**src/rtl/serial_sub_ctrl.sv**
```systemverilog
// Bit-serial a-b: one full-subtractor cell, LSB first, WIDTH+2 cycles per operation.
// Optional feature macro SERIAL_SUB_SAT_EN: clamp diff to 0 when the final borrow is set.
module serial_sub_ctrl #(
   parameter int WIDTH = 8
) (
   input  logic             clk,
   input  logic             rst_n,
   input  logic             start,
   input  logic [WIDTH-1:0] a,
   input  logic [WIDTH-1:0] b,
   output logic             ready,
   output logic             busy,
   output logic             done,
   output logic [WIDTH-1:0] diff,
   output logic             borrow_out
);
   localparam int CW = $clog2(WIDTH + 1);

   typedef enum logic [1:0] {S_IDLE, S_RUN, S_DONE} state_t;

   state_t           r_state;
   state_t           w_state_nxt;
   logic [WIDTH-1:0] r_a;
   logic [WIDTH-1:0] r_b;
   logic [WIDTH-1:0] r_sh;
   logic [WIDTH-1:0] r_diff;
   logic [CW-1:0]    r_cnt;
   logic             r_bor;
   logic             r_bout;
   logic             w_d;
   logic             w_bo;
   logic             w_last;
   logic [WIDTH-1:0] w_sh_nxt;
   logic [WIDTH-1:0] w_diff_ld;

   assign w_d      = r_a[0] ^ r_b[0] ^ r_bor;
   assign w_bo     = (~r_a[0] & r_b[0]) | (~r_a[0] & r_bor) | (r_b[0] & r_bor);
   assign w_last   = (r_cnt == CW'(WIDTH - 1));
   assign w_sh_nxt = {w_d, r_sh[WIDTH-1:1]};

`ifdef SERIAL_SUB_SAT_EN
   assign w_diff_ld = w_bo ? '0 : w_sh_nxt;
`else
   assign w_diff_ld = w_sh_nxt;
`endif

   assign diff       = r_diff;
   assign borrow_out = r_bout;

   always_comb begin
      w_state_nxt = r_state;
      ready       = 1'b0;
      busy        = 1'b0;
      done        = 1'b0;
      case (r_state)
         S_IDLE: begin
            ready = 1'b1;
            if (start) w_state_nxt = S_RUN;
         end
         S_RUN: begin
            busy = 1'b1;
            if (w_last) w_state_nxt = S_DONE;
         end
         S_DONE: begin
            done        = 1'b1;
            w_state_nxt = S_IDLE;
         end
         default: w_state_nxt = S_IDLE;
      endcase
   end

   always_ff @(posedge clk or negedge rst_n) begin
      if (!rst_n) r_state <= S_IDLE;
      else        r_state <= w_state_nxt;
   end

   // Result register loads on the final RUN edge, which is the edge that raises done.
   always_ff @(posedge clk or negedge rst_n) begin
      if (!rst_n) begin
         r_a    <= '0;
         r_b    <= '0;
         r_sh   <= '0;
         r_cnt  <= '0;
         r_bor  <= 1'b0;
         r_diff <= '0;
         r_bout <= 1'b0;
      end else begin
         case (r_state)
            S_IDLE: begin
               if (start) begin
                  r_a   <= a;
                  r_b   <= b;
                  r_sh  <= '0;
                  r_cnt <= '0;
                  r_bor <= 1'b0;
               end
            end
            S_RUN: begin
               r_a   <= r_a >> 1;
               r_b   <= r_b >> 1;
               r_sh  <= w_sh_nxt;
               r_bor <= w_bo;
               r_cnt <= r_cnt + CW'(1);
               if (w_last) begin
                  r_diff <= w_diff_ld;
                  r_bout <= w_bo;
               end
            end
            default: ;
         endcase
      end
   end
endmodule

```
**config.mk**
```make
export PLATFORM = sky130hd
export DESIGN_NAME = serial_sub_ctrl
export DESIGN_NICKNAME = d
export VERILOG_FILES = /design/src/rtl/serial_sub_ctrl.sv
export SDC_FILE = /design/constraint.sdc
export NUM_CORES = 1
export LEC_CHECK = 0
export CAP_MARGIN = 20
export CORE_MARGIN = 4
export CORE_UTILIZATION = 45
export DETAILED_ROUTE_END_ITERATION = 16
export HOLD_SLACK_MARGIN = 0.08
export PLACE_DENSITY = 0.7
export REMOVE_ABC_BUFFERS = 1
export SETUP_SLACK_MARGIN = 0.3
export SYNTH_ARGS = -nofsm -noshare
export SYNTH_HDL_FRONTEND = slang
export SYNTH_SLANG_ARGS = --single-unit
export TNS_END_PERCENT = 5
```
**constraint.sdc**
```tcl
create_clock -name clk -period 2 [get_ports clk]
set_clock_uncertainty 0.2 [all_clocks]
set_input_delay 0.5 -clock clk [delete_from_list [all_inputs] [get_ports clk]]
set_output_delay 0.5 -clock clk [all_outputs]
set_load 0.1 [all_outputs]
```
# After elaboration in Yosys (flattened, before gate mapping)
# Cells that the tools add are included.
# classes
n_addsub	1
n_eq_ne	5
n_mux	16
n_bitwise	8
reduce_logical	5
# op_table
cell	n
$pmux W8 S2	3
$mux W8	3
$pmux W4 S2	1
$reduce_and A2 Y1	3
$add A4 B1 Y4 const B	1
$eq A4 B3 Y1 const B	1
$mux W1	4
$mux W2	2
$mux W4	1
$ne A2 B2 Y1 const B	2
$pmux W2 S2	1
$and A1 B1 Y1	3
$eq A2 B1 Y1 const B	1
$eq A2 B2 Y1 const B	1
$logic_not A2 Y1	1
$or A1 B1 Y1	2
$pmux W1 S2	1
$reduce_bool A2 Y1	1
$xor A1 B1 Y1	2
$not A1 Y1	1
# word_totals
register_bits	40
in_bits	19
elab_cells	43

# Logic depth before layout (Yosys ltp)
# depth
depth_word	5
mapped_depth	5
depth_no_buf	4

# Least setup slack after synthesis
# OpenSTA, ideal clock, no wires.
# synth_path
kind	register to output
startpoint	register r_state[1]
endpoint	output port done
arrival_ns	2.260
t_required_ns	1.300
setup_slack_ns	-0.960
path_stages_with_launch	4
path_buffers	2
path_cell_list	dfrtp_1 -> clkbuf_1 -> clkbuf_1 -> nor2b_1
# synth_via
elab_chain_cells	2
# synth_rtl
element	line_no	rtl
start, declared	21	state_t r_state;
start signal, assigned	74	else r_state <= w_state_nxt;
$eq A2 B2 Y1	55	case (r_state)
$mux W1	55	
end, declared	13	output logic done,
# No other way between the ends.

# Worst setup path after layout
# layout_path
startpoint	register r_state[1]
endpoint	output port busy
# layout_via
elab_chain_cells	2
# layout_rtl
element	line_no	rtl
$eq A2 B1 Y1	55	
$mux W1	55	
end, declared	12	output logic busy,
# No other way between the ends.

==> qor.csv <==
metric,value,unit
status,"complete, no violations",
worst_pin_slew,0.455,ns
synth_mux_area_share,6.61,%
placementRows,21,
drive_above_1_share,25.1,%
layout_common_cells,"dfrtp_1 (38), o21ai_0 (18), clkdlybuf4s50_1 (17)",
instances_no_fill,237,
start_util,48.6,%
finalCritPeriodShare,91.9,%
p_per_area,1880,mW/mm2
grt_pass1_wl,6.50,mm
synth_adder_area_share,1.93,%
synth_area_per_cell,11.4,um2
clk_root_buffer_cell,clkbuf_8,
synth_seq_cells,39,
clk_pin_slew_worst_paths,0.08,ns
die_w,69.2,um
maxCapViolCount,0,
drtIter0Drc,130,
max_stage_delay,0.44,ns
path_class,reg -> out,
fin_nets,211,
clock_latency,0.28,ns
drt-wirelength-per-cell,15.6,um
grt_usage,16.6,%
wirelength,3.70,mm
p_leak,1.03,nW
hp-class,reg -> reg,
critPathLaunchType,flip-flop,
finalHoldViolCount,0,
htree_levels,2,
cts_buffer_depth,2,
drc,0,
area_delta_synth_final,41.8,%
clock_sinks,39,
cts_buffers,5,
crit_buf_inv,2,
num_antenna_cells,0,
cp_max_fo,5,
antenna_found_initial,0,
dieArea,0.00479,mm2
grt_max_degree,23,
gp_congestion,0.898,
die_h,69.2,um
viasPerCell,5.49,
seq_area_frac_synth,57.9,%
synth_compound_area_share,20.4,%
crit_required,1.30,ns
design.portCount,31,
port_buffers,30,
fmax,544,MHz
final_common_cell,dfrtp_1,
peakVddDrop,0.831,mV
arrival,1.14,ns
synth-simple-area-share,10.5,%
core_area,0.00347,mm2
slew_headroom,69.6,%
ys.warnings.count,0,
yosysUniqueCellTypes,22,
tritoncts,built,
first_global_vias,1374,
crit_chain,"nand2b_4, clkinv_4, buf_12",
post-dp-hpwl,2.69,mm
detail-route-antenna-nets,0,
dr.pass1.iters,4,
dp.cells,227,
endpoint_kind,output pin,
grt_setup_unrepaired,yes,
syn_inst,148,
fin_crit,1.84,ns
slowest_stage,dfrtp_2,
cpLargestDelayFamily,flip-flops,
synth_top_family_by_area,compound AO/OA/AOI/OAI gates,
grt_overflow,0,
finalMaxSlewViolations,0,
total_power,4.50,mW
vias,1300,
synthXorXnorAreaFrac,0,%
netlist_area,0.00168,mm2
setup_violations,0,
## final cells by class
type / count / area, um2
Inverter: 3 / 16.3
Tap cell: 46 / 57.6
Clock buffer: 6 / 72.6
Fill cell: 260 / 1080
Multi-Input combinational cell: 98 / 676
Clock inverter: 2 / 60.1
Timing Repair Buffer: 43 / 528
Sequential cell: 39 / 977
## state kept, by name, summed over array words and instances, names as in the netlist
| register | count |
|---|---|
| borrow_out | 1 |
| r_a | 8 |
| r_state | 2 |
| r_bor | 1 |
| r_sh | 7 |
| r_cnt | 4 |
| r_b | 8 |
| diff | 8 |
## per-stage QoR
stage	setup slack (ns)	util [%]	instance area, um2	hold slack [ns]	TNS, ns
2_1_floorplan	-0.697	-	1650	0.00441	-9.93
3_3_place_gp	0.144	64.0	2220	0.264	0
3_5_place_dp	0.0171	64.0	2220	0.269	0
4_1_cts	0.134	68.6	2380	0.293	0
5_1_grt	0.104	68.8	2390	0.316	0
6_report	0.161	68.8	2390	0.298	0
## synthesized netlist by cell type (all sizes together)
cell	instances	share of area, %
a2bb2oi	1	0.52
mux2	9	6.0
clkbuf	7	1.6
or3	1	0.37
nand2	12	2.7
nor2b	12	4.5
clkinv	1	0.22
a21oi	10	3.0
dfrtp	39	58
inv	2	0.45
fa	1	1.2
nand3	3	0.89
nor3	1	0.97
nand2b	1	0.52
a22o	9	4.7
o21bai	1	0.67
nor2	3	0.67
a22oi	14	6.2
buf	1	0.30
ha	1	0.74
mux2i	1	0.59
o21ai	18	5.3
## where the power goes
group	leakage, nW	switching (mW)	internal, mW
Clock	0.0654	0.257	0.499
Sequential	0.502	0.294	1.12
Combinational	0.467	1.37	0.951
Total	1.03	1.93	2.57
## what timing repair did
action	CTS	global route
pin swaps	0	0
gates resized for setup	5	1
setup endpoints to repair	13	20
hold endpoints to repair	17	0
hold buffers	1	0
buffers inserted	0	1
## path summary, 6_finish.rpt
check	endpoint	start	depth (start not counted)	slack, ns
setup / recovery	busy	r_state[1]	3	0.16
max in group asynchronous	r_a[3]	rst_n	3	0.66
setup reg to reg	diff[6]	r_cnt[0]	4	0.23
hold reg to reg	r_b[1]	r_b[1]	2	0.30
min in group asynchronous	r_sh[6]	rst_n	2	0.49
hold / removal	r_b[1]	r_b[1]	2	0.30
## kinds of logic after synthesis
kind of cell               Yosys count
AOI/OAI and AO/OA                   53
DFF                                 39
and+or+nand+nor                     33
buffers and inverters               11
muxes                               10
adders and majority gates            2
## worst reg2reg max path, stage by stage, from the launching register on
cell     delay [ns]
dfrtp_1        0.39
ha_1           0.20
nand2_1        0.11
nor3_4         0.38
mux2_2         0.39
## per-layer routing
layer / part of all wire, % / vias up / GRT usage, %
met5: 0 / - / 0
met1: 44 / 629 / 22.3
met4: 0.70 / 0 / 4.56
met3: 7.3 / 4 / 5.65
met2: 48 / 54 / 25.6
li1: - / 613 / -
(Power assumes the default switching activity.)
